`src/rtl/imem_pkg.sv`:
```
// Instruction-memory sizing shared by the loader and fetch, plus the loader state encoding.
package imem_pkg;

  localparam int IMEM_WORDS = 256;
  localparam int INSN_W     = 32;
  localparam int ADDR_W     = 8;

  typedef enum logic [1:0] {
    S_IDLE  = 2'd0,
    S_LOAD  = 2'd1,
    S_FLUSH = 2'd2,
    S_DONE  = 2'd3
  } ld_state_t;

endpackage

```
`src/rtl/imem_loader_byte_packer.sv`:
```
// Packs four accepted bytes big-endian into one instruction word.
// Flags the fourth byte with a single-cycle word_ready.
module byte_packer
  import imem_pkg::*;
(
  input  logic              clk,
  input  logic              clear,
  input  logic              accept,
  input  logic [7:0]        data,
  output logic              word_ready,
  output logic [INSN_W-1:0] word
);

  logic [1:0]  idx;
  logic [23:0] hi;

  always_ff @(posedge clk) begin
    if (clear) begin
      idx <= 2'd0;
      hi  <= 24'd0;
    end else if (accept) begin
      idx <= idx + 2'd1;
      case (idx)
        2'd0:    hi[23:16] <= data;
        2'd1:    hi[15:8]  <= data;
        2'd2:    hi[7:0]   <= data;
        default: ;
      endcase
    end
  end

  // The fourth byte is never stored; it is merged straight into the word.
  assign word_ready = accept && (idx == 2'd3);
  assign word       = {hi, data};

endmodule

```
`src/rtl/imem_loader.sv`:
```
// Write side of the instruction memory: streams bytes into consecutive words from
// address 0 and keeps busy high so the core stays in reset during a load.
//
// state   | meaning
// IDLE    | waiting for start; core may run
// LOAD    | accepting bytes, writing each completed word
// FLUSH   | last write strobe is on the outputs
// DONE    | one-cycle done pulse
module imem_loader #(
  parameter int ADDR_W = imem_pkg::ADDR_W
) (
  input  logic                        clk,
  input  logic                        rst,
  input  logic                        start,
  input  logic [ADDR_W:0]             len,
  input  logic                        byte_valid,
  input  logic [7:0]                  byte_data,
  output logic                        byte_ready,
  output logic                        wr_en,
  output logic [ADDR_W-1:0]           wr_addr,
  output logic [imem_pkg::INSN_W-1:0] wr_data,
  output logic                        busy,
  output logic                        done
);
  import imem_pkg::*;

  ld_state_t state, state_nxt;

  logic [ADDR_W:0]   len_q;
  logic [ADDR_W:0]   wcnt;
  logic [ADDR_W:0]   wcnt_inc;
  logic              accept;
  logic              load_go;
  logic              word_ready;
  logic [INSN_W-1:0] word;

  assign byte_ready = (state == S_LOAD);
  assign accept     = byte_valid && byte_ready;
  assign load_go    = (state == S_IDLE) && start;
  assign wcnt_inc   = wcnt + {{ADDR_W{1'b0}}, 1'b1};

  byte_packer u_packer (
    .clk        (clk),
    .clear      (rst || load_go),
    .accept     (accept),
    .data       (byte_data),
    .word_ready (word_ready),
    .word       (word)
  );

  always_comb begin
    state_nxt = state;
    case (state)
      S_IDLE:  if (start) state_nxt = (len == '0) ? S_DONE : S_LOAD;
      S_LOAD:  if (word_ready && (wcnt_inc == len_q)) state_nxt = S_FLUSH;
      S_FLUSH: state_nxt = S_DONE;
      S_DONE:  state_nxt = S_IDLE;
      default: state_nxt = S_IDLE;
    endcase
  end

  always_ff @(posedge clk) begin
    if (rst) begin
      state   <= S_IDLE;
      len_q   <= '0;
      wcnt    <= '0;
      wr_en   <= 1'b0;
      wr_addr <= '0;
      wr_data <= '0;
      busy    <= 1'b0;
      done    <= 1'b0;
    end else begin
      state <= state_nxt;
      wr_en <= word_ready;
      busy  <= (state_nxt != S_IDLE);
      done  <= (state_nxt == S_DONE);
      if (word_ready) wr_data <= word;
      if (load_go) begin
        len_q   <= len;
        wcnt    <= '0;
        wr_addr <= '0;
      end else begin
        if (word_ready) wcnt <= wcnt_inc;
        // Holding at the top address keeps a full-memory load from wrapping to 0.
        if (wr_en && (wr_addr != '1)) wr_addr <= wr_addr + {{(ADDR_W-1){1'b0}}, 1'b1};
      end
    end
  end

endmodule
```
`config.mk`:
```
export PLATFORM = sky130hd
export DESIGN_NAME = imem_loader
export DESIGN_NICKNAME = d
export VERILOG_FILES = /design/src/rtl/imem_pkg.sv /design/src/rtl/imem_loader_byte_packer.sv /design/src/rtl/imem_loader.sv
export SDC_FILE = /design/constraint.sdc
export NUM_CORES = 1
export LEC_CHECK = 0
export CELL_PAD_IN_SITES_DETAIL_PLACEMENT = 0
export CELL_PAD_IN_SITES_GLOBAL_PLACEMENT = 2
export CORE_UTILIZATION = 33
export DETAILED_ROUTE_END_ITERATION = 8
export PLACE_DENSITY = 0.9
export SLEW_MARGIN = 20
export SYNTH_ARGS = -nofsm -noshare
export SYNTH_HDL_FRONTEND = slang
export SYNTH_SLANG_ARGS = --single-unit
```
`constraint.sdc`:
```
create_clock -name clk -period 5.22 [get_ports clk]
set_input_delay 1.044 -clock clk [delete_from_list [all_inputs] [get_ports clk]]
set_output_delay 1.044 -clock clk [all_outputs]
set_load 0.05 [all_outputs]
```
==> run metrics <==
outcome=complete, no violations; Post-Syn Area per Cell=8.44 um2; DR WL/cell=13.1 um; Root Driver=clkbuf_8; CP Launch Type=flip-flop; post-layout util=0.423; Slew HR=0.547; Max-Cap Viols=0; setup TNS=0 ns; Inst Count DP=616; final worst-path cycle share=0.538; drt drc=0; WP data arrival=1.77 ns; TritonCTS Buffers=9; Slew Viols, Final=0; I/O Buffers=64; I/O pin total=65; worst-path fanout max=7; EDFF count, synth=0; Die ar.=0.0115 mm2; Setup violations, final=0; worst hold-check path type=flip-flop to flip-flop; final-layout fill cell count=1,137; Clock Skews=0.0164 ns; element type at the critical path end=output pin; ys async rst share=0; die height=107 um; CORE AREA=0.0108 mm2; cts hold-fix bufs=0; largest family of logic cells by synthesized area=simple AND/OR/NAND/NOR gates; Area growth syn-to-layout=25.2%; fmax=0.356 GHz; TritonRoute pass-1 iters=4; DP Worst Slack=2.10 ns; VDD IR max=0.138 mV; Syn. warnings=0; RSZ-0062 raised after global routing=false; largest net degree at the start of global routing=47; initial antenna violation count=0; num rows=38; via count=2,962; Period minus WS final=2.81 ns; Mapped Area=0.00366 mm2; Synth cell types=47; H-Tree Level Count=3; Layout Cell Area excl Fill=0.00458 mm2; CP Class=flip-flop to output pin; gpl congestion=0.793; Global Route Usage Sum=0.155; ANT cells=0; adder-cell area share of the yosys netlist=0.0205; net count after synthesis=461; Post-CTS Resized=0; total setup buffers inserted after CTS=0; simple-gate share of the synthesized area=0.240; final hold vios=0; Design Power=1.30 mW; leak pwr=1.53 nW; Most used DFF post-synth=dfxtp_1; final worst setup slack=2.41 ns; clk_lat worst skew=0.36 ns; Worst Tran Pin Value=0.676 ns; final-stage net count=514; Clk pin slew, worst setup/hold paths=0.08 ns; Data required, critical path=4.18 ns; Max clock buf depth=2; width of the die=107 um; multiplexer share of the synthesized area=0.0273; first-pass GRT wire length=13,900 um; Initial Util=0.338; FF+latch count, synth=89; fraction of layout cells with a size suffix above 1=0.0569; DP Area=0.00436 mm2; post-synthesis compound-gate area fraction=0.111; xor and xnor area share after synthesis=0.0694; DR vias/cell=4.69; most common cell after layout, fill and taps aside=nand2_1; sequential fraction of the synthesis area=0.487; Routed Antenna Nets=0; vias in the first global route=2,929; Iteration-0 DRC Markers=111; routed wire length=8250 um; total clock sinks=89; CTS tree=built; PwrDens=284 mW/mm2; instance count of the mapped netlist=434; dpl hpwl=5680 um; highest-count cells in the layout ignoring fill and taps=125 x nand2_1, 89 x dfxtp_1, 64 x clkdlybuf4s50_1; GR Overflow Total=0; final hold slack=0.457 ns; Post-Layout Cell Count=632
## power by group
| part | internal (mW) | switching, mW | leakage, nW | total, mW |
|---|---|---|---|---|
| Combinational | 0.0325 | 0.0420 | 0.696 | 0.0745 |
| Clock | 0.284 | 0.248 | 0.113 | 0.533 |
| Sequential | 0.686 | 0.00639 | 0.719 | 0.692 |
| Total | 1.00 | 0.297 | 1.53 | 1.30 |
## cell type report
class,instances,area (um2),area share
Sequential cell,89,1780,0.389
Inverter,4,15.0,0.00328
Clock inverter,6,90.1,0.0197
Multi-Input combinational cell,315,1710,0.374
Clock buffer,10,138,0.0300
Timing Repair Buffer,68,671,0.146
Tap cell,140,175,0.0382
## synth_stat cells (2+ instances only)
master | n | area (um2)
ha_1 | 6 | 75.1
a21oi_1 | 60 | 300
xor2_1 | 12 | 105
mux2i_1 | 10 | 100
and2_1 | 3 | 18.8
nor3_1 | 4 | 20.0
buf_4 | 2 | 15.0
nor2_1 | 34 | 128
and3_1 | 3 | 18.8
clkbuf_1 | 8 | 30.0
buf_6 | 3 | 33.8
buf_2 | 11 | 55.1
o211ai_1 | 3 | 22.5
nand4_1 | 6 | 37.5
dfxtp_1 | 89 | 1780
xnor2_1 | 17 | 149
nand3_1 | 3 | 15.0
nor4_1 | 3 | 18.8
nand2_1 | 125 | 469
a211oi_1 | 2 | 15.0
inv_1 | 4 | 15.0
## sequential cells by signal, indices dropped and copies added, names as in the netlist
| name | flops |
|---|---|
| busy | 1 |
| done | 1 |
| len_q | 9 |
| state | 2 |
| u_packer.hi | 24 |
| u_packer.idx | 2 |
| wcnt | 9 |
| wr_addr | 8 |
| wr_data | 32 |
| wr_en | 1 |
## critical path, cell delays in order (launching register included)
cell,delay (ns)
dfxtp_1,0.44
nor2b_1,0.16
clkdlybuf4s50_1,0.81
## path summary, 6_finish.rpt
check	start	end	slack [ns]	cells past startpoint
worst max-delay path	state[0]	byte_ready	2.41	2
worst min-delay path	wr_data[6]	wr_data[6]	0.46	2
worst max register to register	u_packer.idx[0]	state[1]	3.15	6
worst min register to register	wr_data[6]	wr_data[6]	0.46	2
## metal layers
| layer | GRT usage | wire, um |
|---|---|---|
| met5 | 0 | 0 |
| met4 | 0.0587 | 68 |
| met3 | 0.0303 | 313 |
| met2 | 0.244 | 3740 |
| met1 | 0.208 | 4130 |
## cells by family (layout without fill, tap and decap cells)
group	after synthesis	count (layout)
and+or+nand+nor	197	197
DFF	89	89
AOI/OAI and AO/OA	73	73
buffers and inverters	30	88
xor gates and xnor gates	29	29
muxes	10	10
adders and majority gates	6	6
(Power assumes the default switching activity.)
